## config.mk

```make
export PLATFORM = sky130hd
export DESIGN_NAME = byte_packer
export DESIGN_NICKNAME = d
export VERILOG_FILES = /design/src/rtl/byte_packer_pkg.sv /design/src/rtl/byte_packer_out_reg.sv /design/src/rtl/byte_packer.sv
export SDC_FILE = /design/constraint.sdc
export NUM_CORES = 1
export LEC_CHECK = 0
export CAP_MARGIN = 5
export CORE_ASPECT_RATIO = 0.75
export CORE_UTILIZATION = 35
export CTS_CLUSTER_DIAMETER = 30
export DETAILED_ROUTE_END_ITERATION = 8
export DONT_BUFFER_PORTS = 1
export MAX_ROUTING_LAYER = met4
export PLACE_DENSITY_LB_ADDON = 0.3
export SLEW_MARGIN = 5
export SYNTH_ARGS = -nofsm -noshare
export SYNTH_HDL_FRONTEND = slang
export SYNTH_SLANG_ARGS = --single-unit
```

## constraint.sdc

```tcl
create_clock -name CLK_I -period 2.7 [get_ports CLK_I]
set_input_delay 0.27 -clock CLK_I [delete_from_list [all_inputs] [get_ports CLK_I]]
set_output_delay 0.27 -clock CLK_I [all_outputs]
set_load 0.05 [all_outputs]
```

## src/rtl/byte_packer_pkg.sv

```systemverilog
// byte_packer_pkg: shared state encoding and lane-mask helper for byte_packer
package byte_packer_pkg;
  typedef enum logic [1:0] {
    EMPTY      = 2'd0,
    FILL       = 2'd1,
    FLUSH_WAIT = 2'd2
  } state_t;
  function automatic logic [7:0] lane_mask(input logic [3:0] n);
    return 8'((16'd1 << n) - 16'd1);
  endfunction
endpackage

```

## src/rtl/byte_packer_out_reg.sv

```systemverilog
// byte_packer_out_reg: one-entry output slot holding a packed word until consumed
// Ports: i_clk/i_rst (async active-high), i_load + i_word/i_be (new word),
//        i_ready (consumer takes word), o_valid/o_word/o_be (slot contents),
//        o_parity (even parity per lane, only with BYTE_PACKER_PARITY_EN).
module byte_packer_out_reg
  import byte_packer_pkg::*;
#(
  parameter int P_BYTES = 4
) (
  input  logic                   i_clk,
  input  logic                   i_rst,
  input  logic                   i_load,
  input  logic [8*P_BYTES-1:0]   i_word,
  input  logic [P_BYTES-1:0]     i_be,
  input  logic                   i_ready,
  output logic                   o_valid,
  output logic [8*P_BYTES-1:0]   o_word,
  output logic [P_BYTES-1:0]     o_be
`ifdef BYTE_PACKER_PARITY_EN
  ,
  output logic [P_BYTES-1:0]     o_parity
`endif
);
  // i_load is only raised by the top when the slot is free, so a load
  // always wins over a consume in the same cycle.
  always_ff @(posedge i_clk or posedge i_rst) begin
    if (i_rst) begin
      o_valid <= 1'b0;
      o_word  <= '0;
      o_be    <= '0;
    end else if (i_load) begin
      o_valid <= 1'b1;
      o_word  <= i_word;
      o_be    <= i_be;
    end else if (i_ready) begin
      o_valid <= 1'b0;
    end
  end
`ifdef BYTE_PACKER_PARITY_EN
  logic [P_BYTES-1:0] w_parity;
  // Unused lanes of a loaded word are zero, so their parity is 0 for free.
  for (genvar k = 0; k < P_BYTES; k++) begin : g_par
    assign w_parity[k] = ^i_word[8*k +: 8];
  end
  always_ff @(posedge i_clk or posedge i_rst) begin
    if (i_rst) o_parity <= '0;
    else if (i_load) o_parity <= w_parity;
  end
`endif
endmodule

```

## src/rtl/byte_packer.sv

```systemverilog
// byte_packer: packs P_BYTES consecutive bytes little-endian into one word with flush
// Ports: CLK_I/RST_I (async active-high), DATA_I/VALID_I/READY_O (byte input),
//        FLUSH_I (emit partial word), WORD_O/BYTE_EN_O/VALID_O/READY_I (word output),
//        OVERFLOW_O (sticky drop flag), PARITY_O (only with BYTE_PACKER_PARITY_EN).
module byte_packer
  import byte_packer_pkg::*;
#(
  parameter int P_BYTES = 4,
  parameter int P_DELAY = 1
) (
  input  logic                   CLK_I,
  input  logic                   RST_I,
  input  logic [7:0]             DATA_I,
  input  logic                   VALID_I,
  output logic                   READY_O,
  input  logic                   FLUSH_I,
  output logic [8*P_BYTES-1:0]   WORD_O,
  output logic [P_BYTES-1:0]     BYTE_EN_O,
  output logic                   VALID_O,
  input  logic                   READY_I,
  output logic                   OVERFLOW_O
`ifdef BYTE_PACKER_PARITY_EN
  ,
  output logic [P_BYTES-1:0]     PARITY_O
`endif
);
  localparam int CW = $clog2(P_BYTES + 1);
  localparam logic [P_BYTES-1:0] LP_ALL = {P_BYTES{1'b1}};
  if (P_BYTES < 2 || P_BYTES > 8 || P_DELAY < 0) begin : g_bad_cfg
  end
  state_t               r_state, w_nxt_state;
  logic [CW-1:0]        r_cnt, w_nxt_cnt, w_n;
  logic [8*P_BYTES-1:0] r_acc, w_nxt_acc, w_merged;
  logic [P_BYTES-1:0]   w_ld_be;
  logic [7:0]           w_mask;
  logic                 w_slot_free, w_pend, w_acc, w_full, w_flush, w_ld, r_ovf;
  assign w_slot_free = ~VALID_O | READY_I;
  assign w_pend      = r_state == FLUSH_WAIT;
  assign READY_O     = ~RST_I & ~w_pend & ((r_cnt < CW'(P_BYTES-1)) | w_slot_free);
  assign w_acc       = VALID_I & READY_O;
  assign w_full      = w_acc & (r_cnt == CW'(P_BYTES-1));
  // A flush that coincides with the filling byte is just a full-word load.
  assign w_flush     = FLUSH_I & ~w_pend & ~w_full & ((r_cnt != '0) | w_acc);
  assign w_n         = r_cnt + CW'(w_acc);
  assign w_mask      = lane_mask(4'(w_n));
  assign OVERFLOW_O  = r_ovf;
  // w_merged is the accumulator including any byte accepted this cycle; in
  // FLUSH_WAIT no byte can be accepted, so it equals the parked partial word.
  always_comb begin
    w_merged = r_acc;
    if (w_acc) w_merged[8*r_cnt +: 8] = DATA_I;
    w_nxt_state = r_state;
    w_nxt_cnt   = r_cnt;
    w_nxt_acc   = r_acc;
    w_ld        = 1'b0;
    w_ld_be     = w_full ? LP_ALL : P_BYTES'(w_mask);
    if (((w_pend | w_flush) & w_slot_free) | w_full) begin
      w_ld        = 1'b1;
      w_nxt_state = EMPTY;
      w_nxt_cnt   = '0;
      w_nxt_acc   = '0;
    end else if (w_flush) begin
      w_nxt_state = FLUSH_WAIT;
      w_nxt_cnt   = w_n;
      w_nxt_acc   = w_merged;
    end else if (w_acc) begin
      w_nxt_state = FILL;
      w_nxt_cnt   = w_n;
      w_nxt_acc   = w_merged;
    end
  end
  always_ff @(posedge CLK_I or posedge RST_I) begin
    if (RST_I) begin
      r_state <= EMPTY;
      r_cnt   <= '0;
      r_acc   <= '0;
      r_ovf   <= 1'b0;
    end else begin
      r_state <= w_nxt_state;
      r_cnt   <= w_nxt_cnt;
      r_acc   <= w_nxt_acc;
      r_ovf   <= r_ovf | (VALID_I & ~READY_O);
    end
  end
  byte_packer_out_reg #(.P_BYTES(P_BYTES)) u_out (
    .i_clk    (CLK_I),
    .i_rst    (RST_I),
    .i_load   (w_ld),
    .i_word   (w_merged),
    .i_be     (w_ld_be),
    .i_ready  (READY_I),
    .o_valid  (VALID_O),
    .o_word   (WORD_O),
    .o_be     (BYTE_EN_O)
`ifdef BYTE_PACKER_PARITY_EN
    ,
    .o_parity (PARITY_O)
`endif
  );
endmodule
```

==> Word level (Yosys, flattened, before mapping) <==
Index checks and enable logic that the tools add are counted.
{ "op_classes": {"n_addsub": 3, "magnitude_cmp": 1, "n_eq_ne": 2, "shifts": 3, "muxes": 15, "bitwise": 20, "n_reduce_logical": 3} }
{ "op_table": {"columns": ["cell", "count"], "rows": [
  ["$mux W32", 4],
  ["$neg A6 Y34", 1],
  ["$shift A8 B34 Y32 const A", 1],
  ["$shiftx A8 B34 Y32", 1],
  ["$bwmux W32", 1],
  ["$and A1 B1 Y1", 9],
  ["$mux W3", 3],
  ["$mux W2", 3],
  ["$or A1 B1 Y1", 6],
  ["$reduce_bool A3 Y1", 2],
  ["$not A1 Y1", 5],
  ["$mux W4", 1],
  ["$shl A1 B3 Y4 const A", 1],
  ["$sub A4 B1 Y4 const B", 1],
  ["$add A3 B1 Y3", 1],
  ["$eq A3 B2 Y1 const B", 1],
  ["$lt A3 B2 Y1 const B", 1],
  ["$mux W1", 3],
  ["$eq A2 B2 Y1 const B", 1],
  ["$reduce_bool A2 Y1", 1]
]} }
{ "totals": {"regBits": 75, "in_bits": 13, "output_inout_bits": 39} }

==> Depth between registers and ports, before layout <==
{ "logic_depth": {"ltp_word": 14, "depth_mapped": 12, "ltp_nobuf": 11} }

==> Cells and area by module <==
A second synthesis with hierarchy kept.
{ "unflattened": {"cells_unflattened": 272, "hier_area_um2": 3606.0} }
{ "modules_own_cells": {"columns": ["mod", "instances", "cells_each", "area_per_inst_um2"], "rows": [
  ["byte_packer", 1, 192, 2079.5],
  ["byte_packer_out_reg", 1, 80, 1526.5]
]} }

==> Worst setup path after synthesis <==
OpenSTA, ideal clock, no wires.
{ "synth_path": {"kind": "reg2reg", "start": "register u_out.o_valid", "end": "register u_out.o_be[2]", "arrival_time_ns": 2.457, "required_ns": 2.572, "slack_ns": 0.114, "stages_incl_launch_ff": 12, "path_buffers": 1, "cell_sequence": "dfrtp_1 nand2b_4 buf_6 o211ai_4 inv_1 ha_1 ha_1 xor2_1 or3_1 ha_1 xnor2_1 a31oi_1"} }
{ "synth_via": {"elab_chain_len": 13, "elab_cells_between_ends": 18} }
{ "synth_rtl": {"columns": ["element", "line_no", "text"], "rows": [
  ["from (decl)", "byte_packer_out_reg.sv:16", "output logic o_valid,"],
  ["from (signal assigned)", "byte_packer_out_reg.sv:28", "o_valid <= 1'b0;"],
  ["from (signal assigned)", "byte_packer_out_reg.sv:32", "o_valid <= 1'b1;"],
  ["from (signal assigned)", "byte_packer_out_reg.sv:36", "o_valid <= 1'b0;"],
  ["$not A1 Y1 *", "byte_packer.sv:37", "assign w_slot_free = ~VALID_O | READY_I;"],
  ["$or A1 B1 Y1 *", "byte_packer.sv:37", null],
  ["branches (longest 11 deep; another with $sub A4 B1 Y4)", null, null],
  ["to (signal assigned)", "byte_packer_out_reg.sv:34", "o_be <= i_be;"],
  ["to (decl)", "byte_packer_out_reg.sv:18", "output logic [P_BYTES-1:0] o_be"]
]} }
Every way passes the cells marked *.
A chain may end at the register's enable or synchronous reset.

==> Worst setup path in the final report <==
{ "layout_path": {"start": "register r_cnt[2]", "end": "register u_out.o_be[2]"} }
{ "layout_via": {"elab_chain_len": 12, "elab_cells_between_ends": 19} }
{ "layout_rtl": {"columns": ["element", "line_no", "text"], "rows": [
  ["from (decl)", "byte_packer.sv:32", "logic [CW-1:0] r_cnt, w_nxt_cnt, w_n;"],
  ["from (signal assigned)", "byte_packer.sv:80", "r_cnt <= w_nxt_cnt;"],
  ["branches (longest 12 deep; another with $sub A4 B1 Y4)", null, null]
]} }
Several ways; the timed one is not identified.

==> summary.md <==
| Metric | Value |
|---|---|
| Area of the multi-input gates | roughly 1400 µm² |
| Die area | a little over 10000 µm² |
| Worst EP required | 2.90 ns |
| Post-detail-place hpwl | ~5.0 mm |
| Synth Net Count | 320 |
| Final worst slack | about 0.17 ns |
| Leak | roughly 1.8 nW |
| Gr ovfl total | 0 |
| Post-Layout Cell Count | between 400 and 500 |
| Syn_area_per_cell | 11.2 µm² |
| Worst vdd ir | approximately 0.53 mV |
| Clk slew on worst S/H paths | ~0.060 ns |
| Initial drt markers | between 100 and 150 |
| MaxCap Viol Count | 0 |
| #FFs+latches synth | 75 |
| Drc violations | 0 |
| Routed via count | 2247 |
| M1 WL | 3.62 mm |
| Die W | about 120 µm |
| P per Cell Area | about 1300 nW/µm² |
| GRT Overall Usage | ~16% |
| YS warnings | 0 |
| Clock root cell | clkbuf_16 |
| Post-route clock skew | between 0.007 and 0.008 ns |
| Async SR Flop Fraction | 100% |
| GP Congestion | just under 0.8 |
| CP endpoint kind | flop |
| Worst-margin pin slew | about 0.65 ns |
| Hold Path Class | in2reg |
| Min-delay src | VALID_I |
| CP startpoint | r_cnt[2]$_DFFE_PP0P_ |
| Setup tns final | 0 ns |
| Port Buffers | 0 |
| I/O pin count | 52 |
| Crit path DAT | between 2 and 3 ns |
| R2R depth | 10 |
| Area contributors post-synth | dfrtp_1 55%, mux2i_1 10%, nor3_1 5.2% |
| Reg-to-reg startpoint | r_cnt[2]$_DFFE_PP0P_ |
| Number of cell rows | 30 |
| Placed Instances | between 400 and 500 |
| Worst rel slew slack | a little under three fifths |
| Status | completed |
| Crit path max fanout | 7 |
| Max Clock Freq | 0.395 GHz |
| First-pass GRT wire length | ~12 mm |
| H-tree depth | 3 |
| Number of global-route vias before repair | approximately 2200 |
| Initial Util | 36.8% |
| Sequential share of the synthesized area | 55.5% |
| Final worst path period need | about 2.5 ns |
| Final Setup Violations | 0 |
| Clock Path Buffers | 2 |
| Area share of the largest cell type after synthesis | 55.5% |
| Fill cells | ~900 |
| TritonCTS clock tree | done |
| Final hold vios | 0 |
| Num CTS Buffers | 9 |
| Largest net degree at the start of global routing | 44 |
| Count of pins over their slew limit | 0 |
| Layout Nets | approximately 330 |
| Sink Count | 75 |
| Fin crit share | ~94% |
| Later-pin clock latency in the skew report | approximately 0.33 ns |
| Startpoint types | flop |
| Syn Std Cell Area | roughly 3400 µm² |
| FF/Latch Area | 1880 µm² |
| Share of layout cells above drive strength 1 | between 10% and 20% |
| Synth cell types | 41 |
| Routed wire length | 7.24 mm |
| Final ANT Viol Nets | 0 |
| Hold slack | a little over 0.08 ns |
| Final Cell Area | roughly 3800 µm² |
| Via/cell ratio | around 5 |
| P&R area growth vs syn | 13.1% |
| Mapped Cells | between 300 and 400 |
| Ant diodes | 0 |
| WL/cell | 16.5 µm |
| Placed inst area | approximately 3500 µm² |
| Pre-CTS WS | approximately 0.21 ns |
| RSZ-0062 raised after global routing | false |
| DRT Pass-1 Iters | 4 |
| Primary FF master, synth | dfrtp_1 |
| Top layer in use | met4 |
| Number of synthesized flops with an enable pin | 0 |
| Die Ht | about 87 µm |
| Gates resized, CTS repair | 0 |
| Critical path class | reg2reg |
| Initial antenna violation count | 0 |
| Hold Path Depth | 2 |
| Met2 wire len | between 3 and 4 mm |
| Core footprint | between 9000 and 10000 µm² |
| Cell taking the most area after synthesis | dfrtp_1 |
| Met3 routed WL | roughly 460 µm |
through the flow:
stage | power (mW) | util, %
4_1_cts | 4.97 | 41.6
3_3_place_gp | 3.79 | 38.4
2_1_floorplan | 3.55 | -
5_1_grt | 5.18 | 41.6
6_report | 4.92 | 41.6
3_5_place_dp | 3.82 | 38.4
flip-flops by register name, summed over array words and instances (netlist names):
register / count
r_acc: 32
OVERFLOW_O: 1
u_out.o_be: 4
u_out.o_word: 32
r_cnt: 3
r_state: 2
u_out.o_valid: 1
cells in the mapped netlist (2+ instances only):
cell / number
dfrtp_1: 75
nor2_1: 41
mux2i_1: 35
nor3_1: 35
a21oi_1: 33
buf_2: 12
and2_1: 9
inv_1: 7
ha_1: 6
buf_6: 5
nand2_1: 4
o21ai_0: 4
a211oi_1: 2
nand2b_1: 2
nand2b_4: 2
nor3b_1: 2
o21a_1: 2
xnor2_1: 2
cells by family (layout without fill, tap and decap cells):
family                     count (synthesis)  in the layout  synth area share [%]
AOI/OAI and AO/OA                         50             50                  9.06
buffers and inverters                     26             36                  4.55
DFF                                       75             75                  55.5
muxes                                     35             35                  10.4
and+or+nand+nor                          106            106                  17.5
xor gates and xnor gates                   3              3                 0.777
adders and majority gates                  6              6                  2.22
what timing repair did:
action / CTS / global route
hold buffers: 1 / 0
hold endpoints to repair: 23 / 0
setup buffers: 0 / 0
final timing paths:
check | to | slack [ns]
max | u_out.o_be[2]$_DFFE_PP0N_ | 0.17
min | OVERFLOW_O$_DFF_PP0_ | 0.08
max reg2reg | u_out.o_be[2]$_DFFE_PP0N_ | 0.17
min reg2reg | r_acc[29]$_DFFE_PP0P_ | 0.52
max in group asynchronous | r_acc[27]$_DFFE_PP0P_ | 1.60
min in group asynchronous | u_out.o_valid$_DFFE_PP0P_ | 0.45
cell usage in the layout, fill, tap and decap left out, types with 2 or more instances in the layout:
| master | count |
|---|---|
| a211oi_1 | 2 |
| nand2b_1 | 2 |
| mux2i_1 | 35 |
| clkbuf_16 | 9 |
| a21oi_1 | 33 |
| dfrtp_1 | 75 |
| ha_1 | 6 |
| buf_12 | 2 |
| o21ai_0 | 4 |
| and2_1 | 9 |
| inv_6 | 2 |
| nor2_1 | 41 |
| nand2_1 | 4 |
| xnor2_1 | 2 |
| nor3b_1 | 2 |
| nand2b_4 | 2 |
| clkinvlp_4 | 4 |
| nor3_1 | 35 |
| buf_4 | 10 |
| inv_1 | 6 |
| o21a_1 | 2 |
critical path: stages, from the launching register on:
cell and delay (ns):
dfrtp_1 0.53, a21oi_2 0.10, o211ai_4 0.25, inv_1 0.09
ha_1 0.19, ha_1 0.20, xor2_1 0.18, or3_1 0.37
ha_1 0.21, xnor2_1 0.17, a31oi_1 0.10
cell type report:
class                   instances  area share [%]
repair buffers                 13            3.27
inverters                       7           0.687
clock buffers                  10            6.25
clock inverters                 6            1.24
well taps                     128            4.19
multi-input cells             200            35.3
flip-flops and latches         75            49.1
metal layers:
layer  GRT usage [%]  up-vias
met5               -        -
met4            5.67        0
met3            4.87        9
met2            22.4       56
met1            22.5     1134
li1                -     1048
report_power, final:
group          internal (mW)  switching [mW]  total, mW
Combinational          0.453           0.670       1.12
Clock                  0.653           0.483       1.14
Sequential              1.44            1.22       2.66
(Power assumes the default switching activity.)
==> RTL change: new RTL, same flow settings <==
Add a define of `BYTE_PACKER_PARITY_EN`.
--- a/src/rtl/byte_packer_out_reg.sv
+++ b/src/rtl/byte_packer_out_reg.sv
@@ -4,2 +4,4 @@
 //        o_parity (even parity per lane, only with BYTE_PACKER_PARITY_EN).
+`define BYTE_PACKER_PARITY_EN
+
 module byte_packer_out_reg
Formal check against the unedited RTL (old outputs only; new: PARITY_O): equivalent (equiv_simple and equiv_induct, registers matched by name and starting in step).
==> RTL change against the original RTL <==
Setup slack gained 0.0050 ns; sequential cell count rose by 4; synthesized cell count is 22% higher; final area up 12%; non-clock buffer count did not move; routed wire length increased by 12%; power is essentially flat; critical path depth decreased by 1; area after synthesis rose by 12%.
==> RTL change: results (changes against the original RTL) <==
stage	metric	value	unit	change
run_status	status	finished clean		unchanged
layout	diodes	0		unchanged
setup_path	slowest_stage	dfrtp_1		unchanged
layout	fin_util	41.1	%	was 41.6%
global_routing	antenna_found_initial	0		unchanged
setup_path	setup.worst_path.start	r_cnt[0]$_DFFE_PP0P_		was r_cnt[2]$_DFFE_PP0P_
detailed_routing	wl_per_cell	15.8	microns	was 16.5 microns
cts	clkLatencyLatePin	0.34	ns	
global_routing	grt_start_max_net_pins	71		was 44
sta	skew	0.00480	ns	was 0.00758 ns
placed_design	hpwl	5770	microns	was 4950 microns
cts	clk_pin_slew	0.06	ns	about the same
cts	post_cts_buffers	0		unchanged
layout	top_regs	r_acc (32), u_out.o_word (32)		was r_acc (32), u_out.o_word (32), u_out.o_be (4)
detailed_routing	avgViaCountPerCell	4.90		was 5.12
placed_design	postPlaceCellArea	3970	sq um	was 3530 sq um
placed_design	finalWeightedCongestion	0.868		was 0.783
cts	cts_buffers	9		unchanged
placed_design	portBuffers	0		unchanged
detailed_routing	drt_iter0_markers	121		was 102
layout	drive_gt1_share	10.0	%	was 13.5%
detailed_routing	drtPass1Iterations	6		was 4
detailed_routing	wl	8120	microns	was 7240 microns
power_and_ir_drop	ir_worst_vdd	0.000351	V	was 0.000529 V
setup_path	crit_fanout	10		was 7
layout	final_nets	393		was 325
cts	cts_buffer_depth	2		unchanged
logic_synthesis	syn_inst	368		was 301
setup_path	ff2ff_setup_slack	0.17	ns	
global_routing	grt_pass1_wl	13600	microns	was 11700 microns
layout	nFillCells	1021		was 889
cts	htreeDepth	3		unchanged
sta	slew_headroom	60.6	%	was 56.3%
setup_path	crit_family	compound AO/OA/AOI/OAI gates		was adder cells
logic_synthesis	ys_seq_area_share	52.3	%	was 55.5%
power_and_ir_drop	p_leak	1.82	nW	was 1.79 nW
logic_synthesis	synth_common_cells	dfrtp_1 (79), nor2_1 (45), nand2_1 (40)		was dfrtp_1 (75), nor2_1 (41), mux2i_1 (35), nor3_1 (35), a21oi_1 (33)
global_routing	grt_pass1_vias	2595		was 2211
logic_synthesis	ys_top_cells_by_area	dfrtp_1 (52%), xnor2_1 (7.4%), mux2i_1 (6.9%), nor2_1 (4.5%), nand2_1 (4.0%)		was dfrtp_1 (55%), mux2i_1 (10%), nor3_1 (5.2%), a21oi_1 (4.9%), nor2_1 (4.6%)
global_routing	grt_usage	16.7	%	was 16.2%
setup_path	arrival	2.75	ns	was 2.73 ns
cts	cts_root_buffer	clkbuf_16		unchanged
setup_path	worstRegToRegCells	9		was 10
setup_path	cpPeakStageDelay	0.45	ns	was 0.53 ns
setup_path	crit_end	u_out.o_word[25]$_DFFE_PP0N_		was u_out.o_be[2]$_DFFE_PP0N_
logic_synthesis	yosys.cell_types.count	43		was 41
placed_design	place_inst	498		was 422
-- RTL change: cell types whose count changed in the layout (fill, tap and decap cells not counted), sizes merged, moves of 3 or more --
cell | unedited run | this run
and3 | 0 | 3
a31oi | 1 | 8
xnor2 | 2 | 32
o21ai | 5 | 25
nand2 | 5 | 40
mux2i | 35 | 26
nor2 | 41 | 45
dfrtp | 75 | 79
a21oi | 34 | 21
nand3 | 2 | 14
xor2 | 1 | 5
nor3 | 35 | 2
-- RTL change: final cells by class --
class / instances / share of cell area [%]
clock buffer: 12 / 5.76
clock inverter: 4 / 1.26
inverter: 8 / 0.731
multi-input combinational: 263 / 39.2
sequential: 79 / 46.2
tap: 136 / 3.98
timing repair buffer: 13 / 2.92
-- RTL change: power breakdown --
part	switching [mW]	internal, mW
Combinational	0.946	0.577
Clock	0.477	0.745
Sequential	0.749	1.43
Total	2.17	2.75
-- RTL change: worst min-delay path by stage --
stage                  from                   end  slack, ns  cells past startpoint
floorplan           VALID_I  OVERFLOW_O$_DFF_PP0_       0.41                      2
global placement      RST_I  OVERFLOW_O$_DFF_PP0_       0.22                      1
detailed placement    RST_I  OVERFLOW_O$_DFF_PP0_       0.23                      1
CTS                 VALID_I  OVERFLOW_O$_DFF_PP0_       0.05                      2
global route        VALID_I  OVERFLOW_O$_DFF_PP0_       0.07                      2
finish              VALID_I  OVERFLOW_O$_DFF_PP0_       0.06                      2
-- RTL change: per-stage QoR --
stage | TNS (ns) | setup WS [ns] | total power [mW]
CTS | 0 | 0.175 | 4.99
finish | 0 | 0.173 | 4.92
global route | -0.0279 | -0.0151 | 5.26
floorplan | 0 | 0.184 | 3.37
detailed placement | 0 | 0.179 | 3.74
global placement | 0 | 0.235 | 3.72
-- RTL change: cells by family (layout without fill, tap and decap cells) --
kind of cell	Yosys count	in the layout	share of synthesized area (%)
AND/OR/NAND/NOR	127	127	15.6
flip-flops	79	79	52.3
AO/OA/AOI/OAI	67	67	11.0
XOR/XNOR	37	37	8.57
multiplexers	26	26	6.88
buffers and inverters	26	37	3.71
adder cells (fa/ha/maj)	6	6	1.99
-- RTL change: timing repair --
action / in CTS / in global routing
hold buffers: 1 / 0
setup endpoints to repair: 0 / 3
endpoints found under the hold margin: 31 / 0
gates resized for setup: 0 / 1
-- RTL change: per-layer routing --
| metal | wire length (microns) | vias up | GRT usage (%) |
|---|---|---|---|
| met5 | 0 | - | - |
| met4 | 119 | 0 | 6.17 |
| met3 | 680 | 12 | 7.09 |
| met2 | 3320 | 51 | 21.9 |
| met1 | 4000 | 1203 | 22.4 |
| li1 | - | 1257 | - |
